$ cat config.mk
export PLATFORM = sky130hd
export DESIGN_NAME = bpsk_demodulator
export DESIGN_NICKNAME = d
export VERILOG_FILES = /design/src/rtl/bpsk_pkg.sv /design/src/rtl/bpsk_correlator.sv /design/src/rtl/bpsk_demodulator.sv
export SDC_FILE = /design/constraint.sdc
export NUM_CORES = 1
export LEC_CHECK = 0
export ABC_CLOCK_PERIOD_IN_PS = 4170
export CAP_MARGIN = 15
export CORE_MARGIN = 2
export CORE_UTILIZATION = 34
export CTS_BUF_LIST = sky130_fd_sc_hd__clkbuf_16
export DETAILED_ROUTE_END_ITERATION = 12
export SLEW_MARGIN = 20
export SYNTH_ARGS = -nofsm -noshare
export SYNTH_HDL_FRONTEND = slang
export SYNTH_SLANG_ARGS = --single-unit
$ cat constraint.sdc
create_clock -name clk -period 4.17 [get_ports clk]
set_input_delay 0.834 -clock clk [delete_from_list [all_inputs] [get_ports clk]]
set_output_delay 0.834 -clock clk [all_outputs]
set_load 0.05 [all_outputs]
$ cat src/rtl/bpsk_pkg.sv
// Shared BPSK definitions: FSM state type, offset-binary midscale and
// correlator accumulator width (also used by the modulator).
package bpsk_pkg;

  typedef enum logic {
    IDLE  = 1'b0,
    ACCUM = 1'b1
  } state_t;

  function automatic int midscale(input int sample_width);
    return 1 << (sample_width - 1);
  endfunction

  // One carrier period of full-scale samples summed with sign flips never overflows this width.
  function automatic int acc_width(input int sample_width, input int sample_number);
    return sample_width + $clog2(sample_number) + 1;
  endfunction

endpackage

$ cat src/rtl/bpsk_correlator.sv
// Integrate-and-dump correlator against a square-wave reference, one bit per carrier period.
// BPSK_DEMOD_ERASURE_EN adds the low-magnitude flag bit_low.
module bpsk_correlator
  import bpsk_pkg::*;
#(
  parameter int SAMPLE_NUMBER   = 256,
  parameter int SAMPLE_WIDTH    = 12
`ifdef BPSK_DEMOD_ERASURE_EN
  ,
  parameter int ERASE_THRESHOLD = 4096
`endif
) (
  input  logic                    clk,
  input  logic                    arst,
  input  logic                    en,
  input  logic                    abort,
  input  logic [SAMPLE_WIDTH-1:0] signal_in,
  output logic                    bit_valid,
  output logic                    bit_dec
`ifdef BPSK_DEMOD_ERASURE_EN
  ,
  output logic                    bit_low
`endif
);

  localparam int AW = acc_width(SAMPLE_WIDTH, SAMPLE_NUMBER);
  localparam int CW = $clog2(SAMPLE_NUMBER);
  localparam logic signed [SAMPLE_WIDTH:0] MID = (SAMPLE_WIDTH + 1)'(midscale(SAMPLE_WIDTH));

  logic [CW-1:0]              cnt_p0;
  logic signed [AW-1:0]       acc_p0;
  logic signed [AW-1:0]       contrib;
  logic signed [AW-1:0]       sum;
  logic signed [SAMPLE_WIDTH:0] s;

  // Second half of the carrier period correlates against the inverted reference.
  always_comb begin
    s       = $signed({1'b0, signal_in}) - MID;
    contrib = {{(AW - SAMPLE_WIDTH - 1){s[SAMPLE_WIDTH]}}, s};
    if (cnt_p0[CW-1]) contrib = -contrib;
    sum     = acc_p0 + contrib;
  end

  assign bit_valid = en && (&cnt_p0);
  assign bit_dec   = !sum[AW-1] && (sum != '0);

`ifdef BPSK_DEMOD_ERASURE_EN
  localparam logic [AW-1:0] THR = AW'(ERASE_THRESHOLD);

  function automatic logic [AW-1:0] magnitude(input logic signed [AW-1:0] x);
    return x[AW-1] ? -x : x;
  endfunction

  assign bit_low = magnitude(sum) < THR;
`endif

  // Stage p0: sample counter and running correlation, dumped after each bit.
  always_ff @(posedge clk or posedge arst) begin
    if (arst) begin
      cnt_p0 <= '0;
      acc_p0 <= '0;
    end else if (abort) begin
      cnt_p0 <= '0;
      acc_p0 <= '0;
    end else if (en) begin
      cnt_p0 <= cnt_p0 + 1'b1;
      acc_p0 <= bit_valid ? '0 : sum;
    end
  end

endmodule

$ cat src/rtl/bpsk_demodulator.sv
// BPSK demodulator: correlator bit decisions assembled into DATA_WIDTH-bit words, MSB first.
// BPSK_DEMOD_ERASURE_EN adds the per-bit erasure mask output and ERASE_THRESHOLD.
module bpsk_demodulator
  import bpsk_pkg::*;
#(
  parameter int SAMPLE_NUMBER   = 256,
  parameter int SAMPLE_WIDTH    = 12,
  parameter int DATA_WIDTH      = 12
`ifdef BPSK_DEMOD_ERASURE_EN
  ,
  parameter int ERASE_THRESHOLD = 4096
`endif
) (
  input  logic                    clk,
  input  logic                    arst,
  input  logic                    en,
  input  logic [SAMPLE_WIDTH-1:0] signal_in,
  output logic                    dv,
  output logic [DATA_WIDTH-1:0]   q
`ifdef BPSK_DEMOD_ERASURE_EN
  ,
  output logic [DATA_WIDTH-1:0]   erasure
`endif
);

  localparam int BCW = (DATA_WIDTH > 1) ? $clog2(DATA_WIDTH) : 1;

  state_t                state;
  logic [BCW-1:0]        bit_cnt;
  logic [DATA_WIDTH-2:0] shreg;
  logic [DATA_WIDTH-1:0] word;
  logic                  abort;
  logic                  bit_valid;
  logic                  bit_dec;

  assign abort = (state == ACCUM) && !en;
  assign word  = {shreg, bit_dec};

`ifdef BPSK_DEMOD_ERASURE_EN
  logic                  bit_low;
  logic [DATA_WIDTH-2:0] ers_shreg;
  logic [DATA_WIDTH-1:0] ers_word;

  assign ers_word = {ers_shreg, bit_low};
`endif

  bpsk_correlator #(
    .SAMPLE_NUMBER  (SAMPLE_NUMBER),
    .SAMPLE_WIDTH   (SAMPLE_WIDTH)
`ifdef BPSK_DEMOD_ERASURE_EN
    ,
    .ERASE_THRESHOLD(ERASE_THRESHOLD)
`endif
  ) u_corr (
    .clk      (clk),
    .arst     (arst),
    .en       (en),
    .abort    (abort),
    .signal_in(signal_in),
    .bit_valid(bit_valid),
    .bit_dec  (bit_dec)
`ifdef BPSK_DEMOD_ERASURE_EN
    ,
    .bit_low  (bit_low)
`endif
  );

  // Stage p1: FSM, bit assembly and word output registers.
  always_ff @(posedge clk or posedge arst) begin
    if (arst) begin
      state   <= IDLE;
      bit_cnt <= '0;
      shreg   <= '0;
      dv      <= 1'b0;
      q       <= '0;
`ifdef BPSK_DEMOD_ERASURE_EN
      ers_shreg <= '0;
      erasure   <= '0;
`endif
    end else begin
      dv <= 1'b0;
      case (state)
        IDLE:  if (en) state <= ACCUM;
        ACCUM: begin
          if (!en) begin
            state   <= IDLE;
            bit_cnt <= '0;
            shreg   <= '0;
`ifdef BPSK_DEMOD_ERASURE_EN
            ers_shreg <= '0;
`endif
          end
        end
        default: state <= IDLE;
      endcase
      if (bit_valid) begin
        shreg <= word[DATA_WIDTH-2:0];
`ifdef BPSK_DEMOD_ERASURE_EN
        ers_shreg <= ers_word[DATA_WIDTH-2:0];
`endif
        if (bit_cnt == BCW'(DATA_WIDTH - 1)) begin
          bit_cnt <= '0;
          q       <= word;
          dv      <= 1'b1;
`ifdef BPSK_DEMOD_ERASURE_EN
          erasure <= ers_word;
`endif
        end else begin
          bit_cnt <= bit_cnt + 1'b1;
        end
      end
    end
  end

endmodule

After elaboration in Yosys (flattened, before gate mapping)
Cells that the tools add are included.

operators by class
  add/subtract/negate cells = 5
  equality and inequality tests = 2
  muxes and demuxes = 16
  reductions and logical operators = 11

operators with widths
  operator                                                count
  2-to-1 mux 21 bit                                       4
  2-to-1 mux 11 bit                                       3
  adder 21 bit                                            1
  negation 13 -> 21 bit                                   1
  nonzero test 21 bit                                     1
  2-to-1 mux 4 bit                                        4
  2-to-1 mux 8 bit                                        2
  subtractor 12 x 12 -> 13 bit (second input constant)    1
  adder 8 x 1 -> 8 bit (second input constant)            1
  AND reduction 8 bit                                     1
  adder 4 x 1 -> 4 bit (second input constant)            1
  equality test 4 bit (second input constant)             1
  AND reduction 2 bit                                     2
  nonzero test 2 bit                                      2
  logical AND 1 bit                                       3
  2-to-1 mux 1 bit                                        3
  zero test 1 bit                                         2
  inequality test 2 x 1 -> 1 bit (second input constant)  1

word-level totals
  register bits = 58
  input port bits = 15
  output and inout bits = 13
  logic and storage cells = 41

Depth between registers and ports, before layout
Gate-level depths: netlist of the first run.

  word-level depth = 7
  gate-level depth with buffers = 15
  mapped depth without buffers = 14

Modules after synthesis
A second synthesis of the first run with hierarchy kept.

unflattened totals
  cell total of the unflattened synthesis = 385
  area, all modules = 3697.3 µm²

modules (own cells, without submodules)
  module            instances  cells an instance  area each (µm²)  seq. area each (µm²)
  bpsk_correlator   1          283                2497.4           725.7
  bpsk_demodulator  1          102                1199.9           725.7

Least setup slack after synthesis of the first run
OpenSTA, ideal clock, no wires.

  kind = input -> register
  start point = input port signal_in[3]
  end point = register shreg[0]
  setup time = 0.130 ns
  data arrival time = 4.179 ns
  required time = 4.040 ns
  path slack = -0.140 ns
  stages on the path = 15
  path buffers = 1
  cells stage by stage = nor3_1 -> nand3_1 -> or2_2 -> o31ai_1 -> xor2_1 -> ha_1 -> clkbuf_1 -> and3_1 -> nand4_1 -> a2111oi_0 -> nor3_1 -> xnor2_1 -> or4_1 -> nor4_1 -> nor3_1

on the way
  cells in the longest elaborated chain, start to end = 7
  elaborated cells between the ends (all ways) = 8
  classes of those cells = 3 x add/sub; 2 x mux; 3 x reduce/logical

ends and longest elaborated chain
  element                                                 line                    source
  start: declaration                                      bpsk_demodulator.sv:17  input logic [SAMPLE_WIDTH-1:0] signal_in,
  subtractor 12 x 12 -> 13 bit *                          bpsk_correlator.sv:38   s = $signed({1'b0, signal_in}) - MID;
  negation 13 -> 21 bit                                   bpsk_correlator.sv:40   if (cnt_p0[CW-1]) contrib = -contrib;
  2-to-1 mux 21 bit *                                     bpsk_correlator.sv:40
  adder 21 bit *                                          bpsk_correlator.sv:41   sum = acc_p0 + contrib;
  nonzero test 21 bit or zero test 1 bit (tied branches)  bpsk_correlator.sv:45   assign bit_dec = !sum[AW-1] && (sum != '0);
  logical AND 1 bit *                                     bpsk_correlator.sv:45
  2-to-1 mux 11 bit *                                     bpsk_demodulator.sv:96  if (bit_valid) begin
  end signal: assignment                                  bpsk_demodulator.sv:97  shreg <= word[DATA_WIDTH-2:0];
  end: declaration                                        bpsk_demodulator.sv:30  logic [DATA_WIDTH-2:0] shreg;

Mark *: on every way between the ends. The rest lies on a longest branch, timed or not.
A chain may end at the register's enable or synchronous reset.

Worst setup path in the final report of the first run
  start point = input port signal_in[3]
  end point = register q[0]

on the way
  cells in the longest elaborated chain, start to end = 6
  elaborated cells between the ends (all ways) = 7
  classes of those cells = 3 x add/sub; 1 x mux; 3 x reduce/logical

ends and longest elaborated chain
  element                                                 line                     source
  subtractor 12 x 12 -> 13 bit *                          bpsk_correlator.sv:38
  negation 13 -> 21 bit                                   bpsk_correlator.sv:40
  2-to-1 mux 21 bit *                                     bpsk_correlator.sv:40
  adder 21 bit *                                          bpsk_correlator.sv:41
  nonzero test 21 bit or zero test 1 bit (tied branches)  bpsk_correlator.sv:45
  logical AND 1 bit *                                     bpsk_correlator.sv:45
  end signal: assignment                                  bpsk_demodulator.sv:103  q <= word;
  end: declaration                                        bpsk_demodulator.sv:19   output logic [DATA_WIDTH-1:0] q

Marked as above.

==> out/metrics.yaml, run 1 <==
run_status:
  status: "complete, no violations"
sta:
  fin_crit_sh: 0.973
  setup_viol: 0
  tightest_slew_ns: 0.851
  fmaxAchievable_ghz: 0.246
  relSlewSlack: 0.430
  clock-skew-final_ns: 0.00726
  fin_setup_tns_ns: 0
  slew_violations: 0
  period_minus_slack_ns: 4.06
  hold_viol_final: 0
floorplan:
  start_util: 0.346
  ios: 28
  die_x_microns: 109
  die_y_microns: 109
  core-area_sq_um: 10800
  die-area_sq_um: 11900
  num_rows: 38
layout:
  layout.nets: 574
  layout-drive-gt1-share: 0.328
  diodes: 0
  fill_cells: 993
  stdcell_area_sq_um: 5450
  fin_cells: 680
  regArea_sq_um: 1450
  fin_util: 0.505
  multi_input_area_sq_um: 2410
  area_delta_synth_final_pct: 45.6
cts:
  clock_latency_ns: 0.33
  numCtsBuffers: 9
  cts_tree: "yes"
  path_clk_slew_ns: 0.05
  htree_levels: 3
  cts_hold_buf: 0
  clock_path_buffers: 2
  clockRootBuffer: "clkbuf_16"
  cts.sinks: 58
power_and_ir_drop:
  max-vdd-ir-drop_v: 0.000285
  p_per_area_nw_per_um2: 612
  power.total_mw: 3.33
  leakagePower_nw: 2.52
min_path:
  hold_depth: 2
  hp-start: "u_corr.acc_p0[19]"
  min_delay_worst_endpoint: "u_corr.acc_p0[19]"
  hp-class: "register to register"
place:
  gp_congestion: 0.986
  hpwl_mm: 7.75
  placedCellCount: 653
  io_buffer_count: 27
  placed_area_sq_um: 4860
setup_path:
  required_ns: 4.38
  rr_worst_depth: 14
  slowest_delay_ns: 0.52
  crit_fanout: 4
  cpLargestDelayFamily: "simple AND/OR/NAND/NOR gates"
  reg2reg_slack_ns: 0.72
  cp_cell_sequence: "clkbuf_2 -> nor3_4 -> buf_4 -> nand3b_1 -> buf_6 -> o311ai_4 -> o21ai_1 -> ha_1 -> and3_4 -> nand4_1 -> buf_4 -> buf_4 -> o211ai_1 -> nor3_2 -> xnor2_2 -> or4_4 -> nor4_4 -> nor2_1"
  end_kind: "register"
  arrival_ns: 4.27
  timing.rr.end: "q[0]"
  path_buf_inv: 5
  r2r_start: "u_corr.cnt_p0[7]"
  crit_path_frequent_cell: "buf_4"
  critPathLaunchType: "input port"
  crit_path_top_delay_cell: "or4_4"
  critPathKind: "input port to register"
global_route:
  grt_max_degree: 32
  grt.overflow.total: 0
  grt_pass1_vias: 3684
  antenna_found_initial: 0
  grt_pass1_wl_mm: 18.1
  gr-usage-all-layers: 0.196
routing:
  avgRoutedWirePerCell_microns: 16.2
  drc: 0
  drt-initial-drc-count: 125
  ant_nets: 0
  vias_per_cell: 5.31
  drt_first_pass_iters: 4
  vias: 3609
  wl_mm: 11.0
synth:
  synth_cells: 406
  ys_ff_latch: 58
  ys_seq_area_frac: 0.388
  synth_top_area_share: 0.388
  synthTopCellsByArea: "dfrtp_1 (39%), ha_1 (7.7%), nand2_1 (6.6%), xnor2_1 (5.4%), o21ai_0 (4.0%)"
  syn_area_per_cell_sq_um: 9.21
  ys_types: 54
  ys_async_sr_fraction: 1.00
  yosys_warnings: 0
  synthesis.area_sq_um: 3740
  synthFlopType: "dfrtp_1"
  synth.largest_area_cell: "dfrtp_1"
  syn-num-nets: 445
  synth_edf_count: 0
flow_run:
  maxCapViolCount: 0
cell families after synthesis:
group                    Yosys count  share of synthesized area
AO/OA/AOI/OAI                    111                      0.204
XOR/XNOR                          28                     0.0656
adder cells (fa/ha/maj)           24                     0.0823
buffers and inverters             25                     0.0251
flip-flops                        58                      0.388
multiplexers                      19                     0.0549
AND/OR/NAND/NOR                  141                      0.179
report_power, final:
group          internal (mW)  total, mW  switching, mW
combinational          0.957       1.82          0.863
clock                  0.516      0.785          0.269
sequential             0.658      0.728         0.0698
total                   2.13       3.33           1.20
worst max path at each step:
stage | startpoint | to | slack [ns] | depth (start not counted)
3_5_place_dp | signal_in[7] | q[0] | -0.76 | 13
4_1_cts | signal_in[0] | q[0] | -0.005 | 17
5_1_grt | signal_in[3] | q[0] | -0.03 | 17
6_report | signal_in[3] | q[0] | 0.11 | 18
2_1_floorplan | signal_in[7] | shreg[0] | 0.009 | 13
3_3_place_gp | signal_in[7] | shreg[0] | -0.51 | 13
registers in the layout (all words and copies together), names as in the netlist:
signal / count
dv: 1
u_corr.acc_p0: 21
q: 12
u_corr.cnt_p0: 8
shreg: 11
bit_cnt: 4
state: 1
worst reg2reg max path, cell delays in order (launching register included):
cell      delay [ns]
dfrtp_1         0.46
buf_4           0.31
o31ai_4         0.15
xor2_1          0.18
ha_1            0.35
and3_4          0.21
nand4_1         0.13
buf_4           0.16
buf_4           0.12
o211ai_1        0.19
nor3_2          0.10
xnor2_2         0.15
or4_4           0.52
nor4_4          0.27
nor2_1          0.06
synth_stat cells, types with 2 or more instances:
library cell / instances
nand2b_1: 3
nor3_1: 5
o22ai_1: 2
a21oi_1: 18
mux2i_1: 7
o21ai_0: 30
xnor2_1: 23
xor2_1: 5
o21a_1: 5
inv_1: 9
and2_1: 3
o31a_1: 3
nand3_1: 19
and3_1: 7
mux2_2: 12
nand2_1: 66
nand3b_1: 2
o211ai_1: 9
ha_1: 23
nor2b_1: 3
a2111oi_0: 3
o31ai_1: 5
dfrtp_1: 58
o21bai_1: 2
nor4_1: 3
a22o_1: 9
nor2_1: 16
a211oi_1: 3
nand4_1: 6
or4_1: 3
a311oi_1: 2
a21o_1: 6
clkbuf_1: 15
cell type report:
cell class | instances | area share
Inverter | 10 | 0.00689
Clock inverter | 7 | 0.0159
Sequential cell | 58 | 0.267
Multi-Input combinational cell | 323 | 0.443
Timing Repair Buffer | 133 | 0.194
Tap cell | 140 | 0.0322
Clock buffer | 9 | 0.0414
routing by layer:
| metal | vias to the layer above | part of all wire | global-route usage |
|---|---|---|---|
| met5 | - | 0 | 0 |
| met4 | 0 | 0.017 | 0.0678 |
| met3 | 18 | 0.037 | 0.0424 |
| met2 | 82 | 0.48 | 0.334 |
| met1 | 1767 | 0.46 | 0.245 |
| li1 | 1742 | - | - |
repair_timing:
action                     in CTS  in global routing
buffers inserted                4                  7
resized for setup              38                 27
pin swaps                      21                 27
setup endpoints to repair       2                  2
cell usage in the layout (no fill, tap or decap), types with 3 or more instances in the layout:
master,n
mux2i_1,7
xor2_1,5
inv_1,8
o211ai_1,9
o31ai_1,3
ha_1,21
nand3_1,18
clkbuf_2,5
nand4_1,6
buf_4,105
nor2b_1,3
clkdlybuf4s50_1,17
or4_4,3
xnor2_1,21
nand2_1,65
a21oi_1,14
mux2_2,12
a21oi_2,3
o21ai_1,4
nand2b_1,3
a211oi_2,3
dlymetal6s2s_1,4
o21ai_0,26
and3_1,5
nor3_1,3
a21o_1,6
nor2_1,16
o31a_1,3
dfrtp_1,58
o21a_1,5
a22o_1,9
inv_2,4
clkbuf_16,9
per-stage QoR:
stage	hold WS [ns]	setup WS (ns)
after floorplan	0.455	0.00891
after global placement	0.473	-0.512
after detailed placement	0.488	-0.760
after CTS	0.501	-0.00491
after global routing	0.515	-0.0349
final	0.504	0.112
(Power assumes the default switching activity.)
==> run 2, diff against run 1 <==
ABC_CLOCK_PERIOD_IN_PS = 3500   (was 4170)
clock period = 3.5 ns   (was 4.17 ns; I/O delays follow)
==> run 2 against run 1 <==
The run now ends with setup timing left. Register-to-register slack worse by 0.57 ns. Cell area up 1.4%. Clock skew is essentially flat. Clock power grew 29%. Worst hold slack worse by 0.0056 ns.
==> out/metrics.yaml, run 2 (synthesized netlist as in run 1, its figures left out) <==
layout:
  largest_reg_flops: 21  # unchanged
  reg_top3: "u_corr.acc_p0 x21, q x12, shreg x11"  # unchanged
  mostFrequentLayoutCells: "buf_4 (100), nand2_1 (66), dfrtp_1 (58), o21ai_0 (22), xnor2_1 (21)"  # was buf_4 (105), nand2_1 (65), dfrtp_1 (58), o21ai_0 (26)
  stdcell_area_sq_um: 5520  # was 5450 sq um
  diodes: 0  # unchanged
  fill_cells: 981  # was 993
  layout-drive-gt1-share: 0.354  # was 0.328
  regArea_sq_um: 1450  # unchanged
  area_delta_synth_final_pct: 47.8  # was 45.6%
  layout.nets: 570  # was 574
  multi_input_area_sq_um: 2490  # was 2410 sq um
  largest-register: "u_corr.acc_p0"  # unchanged
  layout_commonest_cell: "buf_4"  # unchanged
setup_path:
  required_ns: 3.71  # was 4.38 ns
  end_kind: "register"  # unchanged
  slowest_delay_ns: 0.57  # was 0.52 ns
  crit_path_top_delay_cell: "or4_4"  # unchanged
  rr_worst_depth: 12  # was 14
  path_buf_inv: 3  # was 5
  critPathKind: "input port to register"  # unchanged
  arrival_ns: 3.96  # was 4.27 ns
  path_depth: 13  # was 18
  crit_fanout: 5  # was 4
  cp_cell_sequence: "buf_6 -> or4_4 -> o31ai_4 -> xor2_1 -> ha_2 -> buf_6 -> buf_4 -> and2_1 -> a21o_1 -> xor2_1 -> or4_4 -> nor4_2 -> nor3_1"  # was clkbuf_2 -> nor3_4 -> buf_4 -> nand3b_1 -> buf_6 -> o311ai_4 -> o21ai_1 -> ha_1 -> and3_4 -> nand4_1 -> buf_4 -> buf_4 -> o211ai_1 -> nor3_2 -> xnor2_2 -> or4_4 -> nor4_4 -> nor2_1
  critPathLaunchType: "input port"  # unchanged
  cpLargestDelayFamily: "simple AND/OR/NAND/NOR gates"  # unchanged
power_and_ir_drop:
  p_int_mw: 2.63  # was 2.13 mW
  p_per_area_nw_per_um2: 735  # was 612 nW/um^2
  power.total_mw: 4.06  # was 3.33 mW
  seqPwrFrac: 0.217  # was 0.218
  combPwrFrac: 0.536  # was 0.546
  swShare: 0.352  # was 0.361
  p_clk_frac: 0.248  # was 0.236
  leakagePower_nw: 2.50  # was 2.52 nW
  net-switching-power_mw: 1.43  # was 1.20 mW
  max-vdd-ir-drop_v: 0.000344  # was 0.000285 V
global_route:
  grt_pass1_vias: 3669  # was 3684
  antenna_found_initial: 0  # unchanged
  grt_max_degree: 33  # was 32
  grt.overflow.total: 0  # unchanged
  grt_pass1_wl_mm: 17.8  # was 18.1 mm
  gr-usage-all-layers: 0.192  # was 0.196
sta:
  fin_ws_ns: -0.252  # was 0.112 ns
  tightest_slew_ns: 0.696  # was 0.851 ns
  relSlewSlack: 0.535  # was 0.430
  fmaxAchievable_ghz: 0.267
  slew_violations: 0  # unchanged
  hold_viol_final: 0  # unchanged
  clock-skew-final_ns: 0.00684  # was 0.00726 ns
  period_minus_slack_ns: 3.75
  whs_ns: 0.499  # was 0.504 ns
  fin_crit_sh: 1.07
  setup_viol: 3  # was 0
  rsz0062_at_grt: "true"
routing:
  avgRoutedWirePerCell_microns: 16.2  # about the same
  drt_first_pass_iters: 7  # was 4
  wl_mm: 10.9  # was 11.0 mm
  ant_nets: 0  # unchanged
  vias: 3615  # was 3609
  drc: 0  # unchanged
  drt-initial-drc-count: 140  # was 125
  vias_per_cell: 5.35  # was 5.31
cts:
  numCtsBuffers: 9  # unchanged
  cts.sinks: 58  # unchanged
  clock_path_buffers: 2  # unchanged
  path_clk_slew_ns: 0.05  # about the same
  clockRootBuffer: "clkbuf_16"  # unchanged
  htree_levels: 3  # unchanged
  cts_hold_buf: 0  # unchanged
  clock_latency_ns: 0.33  # about the same
  cts_tree: "yes"  # unchanged
run_status:
  failed_checks: "setup timing"
  status: "complete, but fails checks"  # was complete, no violations
floorplan:
  ios: 28  # unchanged
  num_rows: 38  # unchanged
  die-area_sq_um: 11900  # unchanged
  die_y_microns: 109  # unchanged
  core-area_sq_um: 10800  # unchanged
  start_util: 0.346  # unchanged
  die_x_microns: 109  # unchanged
min_path:
  hold_depth: 2  # unchanged
  hp-class: "register to register"  # unchanged
place:
  io_buffer_count: 27  # unchanged
  hpwl_mm: 7.55  # was 7.75 mm
  gp_congestion: 0.928  # was 0.986
  placed_area_sq_um: 4840  # was 4860 sq um
flow_run:
  maxCapViolCount: 0  # unchanged
## run 2: layout make-up
| cell class | count | area share |
|---|---|---|
| Clock inverter | 7 | 0.0199 |
| Clock buffer | 9 | 0.0408 |
| Timing Repair Buffer | 129 | 0.187 |
| Sequential cell | 58 | 0.263 |
| Inverter | 10 | 0.00680 |
| Tap cell | 140 | 0.0317 |
| Multi-Input combinational cell | 323 | 0.451 |
## run 2: worst paths after layout
check | from | to | slack, ns
worst max-delay path | signal_in[8] | shreg[0] | -0.25
worst min-delay path | u_corr.acc_p0[11] | u_corr.acc_p0[11] | 0.50
worst max register to register | u_corr.cnt_p0[7] | shreg[0] | 0.15
worst min register to register | u_corr.acc_p0[11] | u_corr.acc_p0[11] | 0.50
max in group asynchronous | arst | u_corr.acc_p0[0] | 2.11
min in group asynchronous | arst | dv | 0.78
## run 2: tightest hold or removal path, delay by kind of cell (launching register included)
family,cells,cell delay [ns]
simple gates,1,0.05
flops,1,0.35
compound gates,1,0.07
## run 2: metrics by stage
step,TNS [ns],worst slack (ns),instances,util
3_3_place_gp,-6.21,-0.979,643,0.448
2_1_floorplan,-0.433,-0.237,406,-
5_1_grt,-0.966,-0.374,676,0.512
3_5_place_dp,-6.73,-1.00,643,0.448
6_report,-0.538,-0.252,676,0.512
4_1_cts,-0.762,-0.408,665,0.488
## run 2: what timing repair did
item | 4_1_cts | 5_1_grt
pin swaps | 20 | 26
buffers inserted | 6 | 12
resized for setup | 51 | 39
endpoints found under the setup margin | 11 | 7
## run 2: power by group through the flow
stage          registers (mW)  clock network (mW)  logic, mW
3_3_place_gp            0.878                   0       1.87
2_1_floorplan           0.846                   0       1.04
3_5_place_dp            0.882                   0       1.88
5_1_grt                 0.892                1.06       2.36
4_1_cts                 0.871                1.02       1.98
6_report                0.879                1.01       2.17
## run 2: routing by layer
metal | up-vias | wire, microns | track usage
li1 | 1751 | - | -
met1 | 1786 | 5170 | 0.253
met2 | 61 | 5220 | 0.321
met3 | 17 | 371 | 0.0400
met4 | 0 | 188 | 0.0531
met5 | - | 0 | 0
